--- config.mk ---
export PLATFORM = sky130hd
export DESIGN_NAME = uart_tx_arbiter
export DESIGN_NICKNAME = d
export VERILOG_FILES = /design/src/rtl/uart_arb_pkg.sv /design/src/rtl/rr_pick.sv /design/src/rtl/uart_tx_arbiter.sv
export SDC_FILE = /design/constraint.sdc
export NUM_CORES = 1
export LEC_CHECK = 0
export ABC_AREA = 1
export CAP_MARGIN = 20
export CORE_MARGIN = 10
export CORE_UTILIZATION = 45
export CTS_BUF_LIST = sky130_fd_sc_hd__clkbuf_8
export DETAILED_ROUTE_END_ITERATION = 8
export PLACE_DENSITY = 0.78
export SLEW_MARGIN = 20
export SYNTH_ARGS = -nofsm -noshare
export SYNTH_HDL_FRONTEND = slang
export SYNTH_SLANG_ARGS = --single-unit
--- constraint.sdc ---
create_clock -name CLK -period 3.3 [get_ports CLK]
set_input_delay 0.66 -clock CLK [delete_from_list [all_inputs] [get_ports CLK]]
set_output_delay 0.66 -clock CLK [all_outputs]
set_load 0.05 [all_outputs]
--- src/rtl/uart_arb_pkg.sv ---
// Shared constants for the UART transmit arbiter: FSM state encoding and default start timeout.
package uart_arb_pkg;

    localparam logic [1:0] IDLE       = 2'd0;
    localparam logic [1:0] WAIT_START = 2'd1;
    localparam logic [1:0] WAIT_DONE  = 2'd2;

    localparam int unsigned START_TIMEOUT_DEFAULT = 16;

endpackage

--- src/rtl/rr_pick.sv ---
// Combinational round-robin selector: first set bit of valid scanning from ptr upward, modulo NUM_REQ.
module rr_pick #(
    parameter int unsigned NUM_REQ = 4,
    parameter int unsigned PTR_W   = $clog2(NUM_REQ)
) (
    input  logic [NUM_REQ-1:0] valid,
    input  logic [PTR_W-1:0]   ptr,
    output logic [NUM_REQ-1:0] onehot,
    output logic [PTR_W-1:0]   idx,
    output logic               any
);

    logic [PTR_W-1:0] cand;

    always_comb begin
        onehot = '0;
        idx    = '0;
        any    = 1'b0;
        cand   = '0;
        for (int unsigned k = 0; k < NUM_REQ; k++) begin
            cand = PTR_W'((32'(ptr) + k) % NUM_REQ);
            if (!any && valid[cand]) begin
                any          = 1'b1;
                idx          = cand;
                onehot[cand] = 1'b1;
            end
        end
    end

endmodule

--- src/rtl/uart_tx_arbiter.sv ---
// Round-robin sharing of one UART transmitter between NUM_REQ byte producers, with start-timeout recovery.
// Optional packet lock (req_last) enabled by defining UART_ARB_PACKET_LOCK_EN.
module uart_tx_arbiter
    import uart_arb_pkg::*;
#(
    parameter int unsigned NUM_REQ       = 4,
    parameter int unsigned START_TIMEOUT = START_TIMEOUT_DEFAULT,
    parameter int unsigned PTR_W         = $clog2(NUM_REQ)
) (
    input  logic                 CLK,
    input  logic                 rst_n,
    input  logic [NUM_REQ-1:0]   req_valid,
    input  logic [8*NUM_REQ-1:0] req_byte,
`ifdef UART_ARB_PACKET_LOCK_EN
    input  logic [NUM_REQ-1:0]   req_last,
`endif
    output logic [NUM_REQ-1:0]   req_ready,
    output logic                 transmit,
    output logic [7:0]           tx_byte,
    input  logic                 is_transmitting,
    output logic [PTR_W-1:0]     grant_id,
    output logic                 busy,
    output logic                 start_err
);

    localparam int unsigned CNT_W = $clog2(START_TIMEOUT + 1);

    logic [1:0]         state;
    logic [PTR_W-1:0]   rr_ptr;
    logic [CNT_W-1:0]   cnt;
    logic [NUM_REQ-1:0] eligible;
    logic [NUM_REQ-1:0] win_onehot;
    logic [PTR_W-1:0]   win_idx;
    logic               win_any;
    logic [7:0]         byte_arr [NUM_REQ];

    function automatic logic [PTR_W-1:0] inc_ptr(input logic [PTR_W-1:0] p);
        return (32'(p) == NUM_REQ - 1) ? '0 : p + 1'b1;
    endfunction

    always_comb begin
        for (int unsigned i = 0; i < NUM_REQ; i++) begin
            byte_arr[i] = req_byte[8*i +: 8];
        end
    end

`ifdef UART_ARB_PACKET_LOCK_EN
    logic             lock_q;
    logic [PTR_W-1:0] lock_id;

    // While a packet is open only its owner may win; the pointer stays put until it closes.
    always_comb begin
        eligible = req_valid;
        if (lock_q) begin
            eligible          = '0;
            eligible[lock_id] = req_valid[lock_id];
        end
    end
`else
    always_comb begin
        eligible = req_valid;
    end
`endif

    rr_pick #(
        .NUM_REQ (NUM_REQ),
        .PTR_W   (PTR_W)
    ) u_rr_pick (
        .valid  (eligible),
        .ptr    (rr_ptr),
        .onehot (win_onehot),
        .idx    (win_idx),
        .any    (win_any)
    );

    assign busy = (state != IDLE);

    always_ff @(posedge CLK) begin
        if (!rst_n) begin
            state     <= IDLE;
            rr_ptr    <= '0;
            cnt       <= '0;
            transmit  <= 1'b0;
            tx_byte   <= '0;
            req_ready <= '0;
            grant_id  <= '0;
            start_err <= 1'b0;
`ifdef UART_ARB_PACKET_LOCK_EN
            lock_q    <= 1'b0;
            lock_id   <= '0;
`endif
        end else begin
            transmit  <= 1'b0;
            req_ready <= '0;
            start_err <= 1'b0;
            case (state)
                IDLE: begin
                    if (!is_transmitting && win_any) begin
                        tx_byte   <= byte_arr[win_idx];
                        req_ready <= win_onehot;
                        transmit  <= 1'b1;
                        grant_id  <= win_idx;
                        cnt       <= '0;
                        state     <= WAIT_START;
`ifdef UART_ARB_PACKET_LOCK_EN
                        if (req_last[win_idx]) begin
                            lock_q <= 1'b0;
                            rr_ptr <= inc_ptr(win_idx);
                        end else begin
                            lock_q  <= 1'b1;
                            lock_id <= win_idx;
                        end
`else
                        rr_ptr    <= inc_ptr(win_idx);
`endif
                    end
                end
                WAIT_START: begin
                    if (is_transmitting) begin
                        state <= WAIT_DONE;
                    end else if (cnt == CNT_W'(START_TIMEOUT - 1)) begin
                        start_err <= 1'b1;
                        state     <= IDLE;
`ifdef UART_ARB_PACKET_LOCK_EN
                        if (lock_q) begin
                            lock_q <= 1'b0;
                            rr_ptr <= inc_ptr(lock_id);
                        end
`endif
                    end else begin
                        cnt <= cnt + 1'b1;
                    end
                end
                WAIT_DONE: begin
                    if (!is_transmitting) begin
                        state <= IDLE;
                    end
                end
                default: state <= IDLE;
            endcase
        end
    end

endmodule

==> results of run 1 <==
-- cell usage after synthesis, drive strengths merged --
library cell / n
a21boi: 1
o22ai: 3
and2: 1
nand4: 9
buf: 6
ha: 7
nand3: 44
inv: 59
dfxtp: 25
nand2: 75
nor2: 15
o21ai: 11
a22oi: 3
a21oi: 9
nor3: 4
-- final cells by class --
cell class              count  area share
clock inverters             1     0.00318
multi-input cells         182       0.411
well taps                  48      0.0255
clock buffers               3      0.0175
flip-flops and latches     25       0.212
inverters                  59      0.0971
repair buffers             55       0.234
-- worst max-delay path, delay by kind of cell, from the launching register on --
kind / cells / cell delay (ns)
buffers and inverters: 3 / 0.40
flip-flops: 1 / 0.66
AO/OA/AOI/OAI: 1 / 0.08
AND/OR/NAND/NOR: 7 / 0.97
adder cells (fa/ha/maj): 1 / 0.37
-- metrics by stage --
| stage | std cells | setup slack (ns) |
|---|---|---|
| 6_report | 373 | 0.690 |
| 2_1_floorplan | 272 | 1.30 |
| 3_5_place_dp | 369 | 0.580 |
| 5_1_grt | 373 | 0.468 |
| 4_1_cts | 373 | 0.690 |
| 3_3_place_gp | 369 | 0.675 |
-- final timing paths --
path,to,slack [ns],startpoint,cells past startpoint
max,tx_byte[6]$_SDFFE_PN0P_,0.69,rr_ptr[0]$_SDFFE_PN0P_,12
min,state[1]$_SDFFE_PN0P_,0.46,state[0]$_SDFFE_PN0P_,1
max reg2reg,tx_byte[6]$_SDFFE_PN0P_,0.69,rr_ptr[0]$_SDFFE_PN0P_,12
min reg2reg,state[1]$_SDFFE_PN0P_,0.46,state[0]$_SDFFE_PN0P_,1
-- cells by family (layout without fill, tap and decap cells) --
family	after synthesis	after routing
flops	25	25
compound gates	27	27
buf+inv	65	118
simple gates	148	148
fa+ha+maj	7	7
-- power by group through the flow --
| stage | combinational, mW | clock, mW | sequential, mW |
|---|---|---|---|
| after floorplan | 0.905 | 0 | 0.585 |
| after global placement | 1.27 | 0 | 0.435 |
| after detailed placement | 1.29 | 0 | 0.436 |
| after CTS | 1.29 | 0.192 | 0.429 |
| after global routing | 1.43 | 0.207 | 0.440 |
| final | 1.29 | 0.188 | 0.430 |
-- sequential cells by signal (all words and copies together) (netlist names) --
name / cells
tx_byte: 8
cnt: 5
req_ready: 4
grant_id: 2
rr_ptr: 2
state: 2
start_err: 1
transmit: 1
-- metal layers --
layer / routed length [um] / share of wire
met1: 1910 / 0.41
met2: 2400 / 0.51
met3: 315 / 0.068
met4: 33 / 0.0071
met5: 0 / 0
==> run_results.csv, run 1 <==
group,metric,value,unit
clocking,cts_buffer_depth,2,
setup_path,critPathKind,"reg2reg",
floorplanning,initial_core_util,0.471,
final_layout,multi_input_area,968,um^2
clocking,htreeDepth,1,
synthesis,ys_seq_elements,25,
min_path,hold_path.class,"reg2reg",
timing,slew_violations,0,
run,drv_cap,0,
synthesis,yosys.area_share.adder,0.0500,
synthesis,synth_top_cell_area_share,0.286,
synthesis,syn_inst,272,
synthesis,ys_seq_area_frac,0.286,
grt,busiest_layer,"met2",
timing,clock_skew,0.00528,ns
synthesis,ys_types,28,
floorplanning,ioPinCount,56,
floorplanning,die_area,0.00679,mm^2
final_layout,n_antenna_cell,0,
pwr,swShare,0.547,
pwr,power.leakage,1.14,nW
synthesis,synth_top_family_by_area,"simple AND/OR/NAND/NOR gates",
setup_path,cp_max_fo,18,
setup_path,start_kind,"flip-flop",
placement,post-dp-hpwl,3.77,mm
setup_path,cp-end-kind,"flip-flop",
synthesis,synth-compound-area-share,0.0850,
clocking,postCtsHoldBufs,0,
setup_path,cp_slowest_stage_delay,0.66,ns
synthesis,synthMuxAreaShare,0,
floorplanning,num_rows,22,
timing,finalSetupTns,0,ns
timing,setup_viol,0,
clocking,cts_resized,0,
routing,drt_first_pass_iters,4,
routing,remaining_drc_errors,0,
synthesis,synth.net_count,318,
timing,holdWs,0.457,ns
status,outcome,"finished clean",
placement,portBuffers,55,
routing,vias_per_cell,4.92,
pwr,pwr-share-clk,0.098,
routing,wl_per_cell,12.5,um
pwr,peakVddDrop,0.000373,V
timing,worst_pin_slew,0.515,ns
placement,place_area,0.00231,mm^2
clocking,cts_tree,"done",
final_layout,drive_gt1_frac,0.0800,
clocking,cts.sinks,25,
timing,min_period_over_period,0.791,
grt,grtUsageTotal,0.135,
clocking,clk_latency,0.27,ns
setup_path,critPathSlowestCell,"dfxtp_1",
synthesis,synth_warnings,0,
timing,relSlewSlack,0.655,
final_layout,area_growth,34.6,%
placement,place.gp.congestion,0.892,
routing,drt_iter0_markers,68,
grt,grtUsageMet1,0.159,
grt,antenna_found_initial,0,
clocking,cts-root-buf,"clkbuf_8",
pwr,p_int,0.866,mW
timing,fmax,0.383,GHz
final_layout,final_util,0.634,
pwr,p_sw,1.04,mW
synthesis,synthXorXnorAreaFrac,0,
floorplanning,die-height,82.4,um
final_layout,regArea,500,um^2
pwr,seqPwrFrac,0.225,
routing,drt-total-wl,4.66,mm
synthesis,synth.area.top_cells,"dfxtp_1 29%, nand2_1 14%, inv_1 12%",
grt,grt_use_met3,0.0410,
clocking,path_clk_slew,0.09,ns
clocking,postCtsSetupRepairBufs,0,
grt,grt_pass1_wl,7.49,mm
timing,rsz0062_at_grt,"false",
routing,antenna_left,0,
synthesis,yosys.area.top_type,"dfxtp_1",
grt,grt_pass1_vias,1715,
routing,num_vias,1834,
floorplanning,die_w,82.4,um
pwr,powerDensity,810,mW/mm^2
pwr,combinationalPowerShare,0.677,
setup_path,cp_data_required_time,3.46,ns
synthesis,synth.cell_area,0.00175,mm^2
floorplanning,core_area,0.00372,mm^2
timing,fin_crit,2.61,ns
grt,met2_usage,0.237,
timing,hold_viol,0,
final_layout,layout_common_cells,"67 x nand2_1, 55 x clkdlybuf4s50_1, 54 x inv_1",
synthesis,synth_area_per_cell,6.44,um^2
final_layout,nFillCells,351,
grt,grt_overflow_total,0,
grt,grt_max_degree,19,
final_layout,fin_nets,372,
final_layout,fin_area,0.00236,mm^2
setup_path,critical_path.cell_chain,"inv_6 -> ha_1 -> inv_1 -> nand3_2 -> nand2_4 -> a21oi_1 -> nand2_1 -> nand2_4 -> inv_2 -> nand2_1 -> nand3_1 -> nand3_1",
pwr,power,1.91,mW
final_layout,final_common_cell,"nand2_1",
setup_path,arrival,2.77,ns
clocking,cts_buffers,3,
synthesis,synthSimpleGateAreaFrac,0.418,
Power figures use the tool's default switching activity.
==> inputs of run 2 (changes only) <==
--- a/config.mk
+++ b/config.mk
@@ -8,7 +8,7 @@
 export ABC_AREA = 1
 export CAP_MARGIN = 20
 export CORE_MARGIN = 10
-export CORE_UTILIZATION = 45
+export CORE_UTILIZATION = 43
 export CTS_BUF_LIST = sky130_fd_sc_hd__clkbuf_8
 export DETAILED_ROUTE_END_ITERATION = 8
 export PLACE_DENSITY = 0.78
==> constraint.sdc (replaced) <==
create_clock -name CLK -period 2.25 [get_ports CLK]
set_input_delay 0.45 -clock CLK [delete_from_list [all_inputs] [get_ports CLK]]
set_output_delay 0.45 -clock CLK [all_outputs]
set_load 0.05 [all_outputs]
==> run 2 against run 1 <==
Effect of this change:
- count of clock-buffer cells in the layout unchanged
- setup slack worse by 0.49 ns
- maximum frequency rose by 27%
- first-iteration DRC count grew 35%
- core utilization decreased by 1.6 points
- die area is 3.5% higher
- design area grew 4.1%
- hold slack got worse by 0.0045 ns
- sequential share of layout area shrank 0.79 points
- largest power group unchanged
==> run_results.csv, run 2 (synthesis results as in run 1) <==
group,metric,value,unit
status,outcome,"finished clean",
setup_path,cp_slowest_stage_delay,0.36,ns
final_layout,reg.largest.list,"tx_byte x8, cnt x5, req_ready x4",
routing,drt_first_pass_iters,4,
floorplanning,die_area,0.00703,mm^2
timing,setup_viol,0,
routing,num_vias,1822,
placement,post-dp-hpwl,3.86,mm
clocking,cts_tree,"done",
min_path,min-delay-start,"state[0]$_SDFFE_PN0P_",
routing,remaining_drc_errors,0,
grt,antenna_found_initial,0,
min_path,hold_end,"state[1]$_SDFFE_PN0P_",
setup_path,r2r-start,"rr_ptr[1]$_SDFFE_PN0P_",
setup_path,cp-end-kind,"flip-flop",
pwr,peakVddDrop,0.000743,V
setup_path,r2r_end,"tx_byte[4]$_SDFFE_PN0P_",
setup_path,critPathKind,"reg2reg",
setup_path,critical_path.cell_chain,"inv_2 -> ha_1 -> inv_1 -> nand3_2 -> nand2_4 -> nor2_4 -> nor2_1 -> nand2_2 -> nand2_8 -> inv_2 -> nand2_1 -> nand3_1 -> nand3_1",
grt,grt_overflow_total,0,
clocking,cts_resized,0,
placement,dp.cells,380,
final_layout,largest_reg_flops,8,
setup_path,critPathSlowestCell,"dfxtp_1",
routing,drt-total-wl,4.69,mm
final_layout,final_cells,384,
timing,hold_viol,0,
setup_path,cp_top_family,"simple AND/OR/NAND/NOR gates",
placement,place_area,0.00239,mm^2
timing,min_period_over_period,0.910,
grt,grt_pass1_wl,7.91,mm
setup_path,cp_data_required_time,2.41,ns
final_layout,n_antenna_cell,0,
placement,place.gp.congestion,0.815,
setup_path,arrival,2.21,ns
clocking,cts.sinks,25,
min_path,hold_path.class,"reg2reg",
floorplanning,ioPinCount,56,
timing,fin_crit,2.05,ns
clocking,path_clk_slew,0.09,ns
clocking,postCtsHoldBufs,0,
final_layout,drive_gt1_frac,0.108,
run,drv_cap,0,
timing,slew_violations,0,
setup_path,cp_max_fo,18,
floorplanning,initial_core_util,0.441,
floorplanning,num_rows,23,
routing,vias_per_cell,4.74,
timing,clock_skew,0.00749,ns
floorplanning,die_w,83.8,um
final_layout,final_common_cell,"nand2_1",
floorplanning,die-height,83.8,um
routing,wl_per_cell,12.2,um
routing,antenna_left,0,
clocking,cts-root-buf,"clkbuf_8",
setup_path,reg2reg_slack,0.20,ns
final_layout,layout_common_cells,"67 x nand2_1, 55 x clkdlybuf4s50_1, 54 x inv_1",
setup_path,path_buf_inv,3,
clocking,cts_buffer_depth,2,
clocking,postCtsSetupRepairBufs,0,
clocking,clk_latency,0.27,ns
pwr,power.leakage,1.19,nW
grt,grt_max_degree,19,
clocking,cts_buffers,3,
clocking,htreeDepth,1,
final_layout,top_register,"tx_byte",
final_layout,fin_area,0.00245,mm^2
timing,fmax,0.488,GHz
setup_path,worstRegToRegCells,13,
timing,rsz0062_at_grt,"false",
min_path,min_path_cells,1,
final_layout,fin_nets,381,
grt,grtUsageTotal,0.128,
final_layout,area_growth,40.1,%
routing,drt_iter0_markers,92,
floorplanning,core_area,0.00397,mm^2
placement,portBuffers,55,
grt,grt_pass1_vias,1743,
timing,worst_pin_slew,0.526,ns
setup_path,start_kind,"flip-flop",
timing,relSlewSlack,0.648,
pwr,powerDensity,1220,mW/mm^2
[run 2: metal layers]
layer	track usage	vias up	routed length, um
li1	-	983	-
met1	0.153	796	2040
met2	0.223	39	2390
met3	0.0381	4	245
met4	0.0198	0	18
met5	0	-	0
[run 2: worst max path at each step]
stage / from / endpoint / slack, ns / depth (start not counted)
6_report: rr_ptr[1]$_SDFFE_PN0P_ / tx_byte[4]$_SDFFE_PN0P_ / 0.20 / 13
3_5_place_dp: req_valid[1] / rr_ptr[1]$_SDFFE_PN0P_ / -0.01 / 14
3_3_place_gp: req_valid[2] / tx_byte[4]$_SDFFE_PN0P_ / 0.05 / 12
5_1_grt: rr_ptr[0]$_SDFFE_PN0P_ / tx_byte[1]$_SDFFE_PN0P_ / 0.02 / 13
4_1_cts: rr_ptr[0]$_SDFFE_PN0P_ / rr_ptr[1]$_SDFFE_PN0P_ / 0.13 / 14
2_1_floorplan: rr_ptr[0]$_SDFFE_PN0P_ / tx_byte[2]$_SDFFE_PN0P_ / 0.25 / 14
[run 2: metrics by stage]
stage | power, mW | setup slack, ns | utilization | TNS, ns | hold WS [ns]
after CTS | 2.96 | 0.128 | 0.614 | 0 | 0.456
after global routing | 3.25 | 0.0200 | 0.618 | 0 | 0.478
after floorplan | 2.19 | 0.253 | - | 0 | 0.427
after global placement | 2.64 | 0.0535 | 0.602 | 0 | 0.437
final | 2.99 | 0.202 | 0.618 | 0 | 0.453
after detailed placement | 2.68 | -0.0106 | 0.602 | -0.0153 | 0.443
[run 2: power breakdown]
group	switching [mW]	internal, mW	leakage, nW
Clock	0.146	0.126	0.0217
Combinational	1.39	0.732	0.964
Sequential	0.0511	0.542	0.205
[run 2: worst register-to-register path, stage by stage, from the launching register on]
cell and delay, ns:
dfxtp_1 0.36, inv_2 0.08, ha_1 0.36, inv_1 0.11, nand3_2 0.10, nand2_4 0.09
nor2_4 0.16, nor2_1 0.07, nand2_2 0.12, nand2_8 0.12, inv_2 0.14, nand2_1 0.07
nand3_1 0.08, nand3_1 0.08
[run 2: cell type report]
cell class | instances | area, um^2
Tap cell | 50 | 62.6
Multi-Input combinational cell | 182 | 982
Clock inverter | 1 | 7.51
Inverter | 59 | 229
Sequential cell | 25 | 502
Timing Repair Buffer | 64 | 631
Clock buffer | 3 | 41.3
Fill cell | 381 | 1520
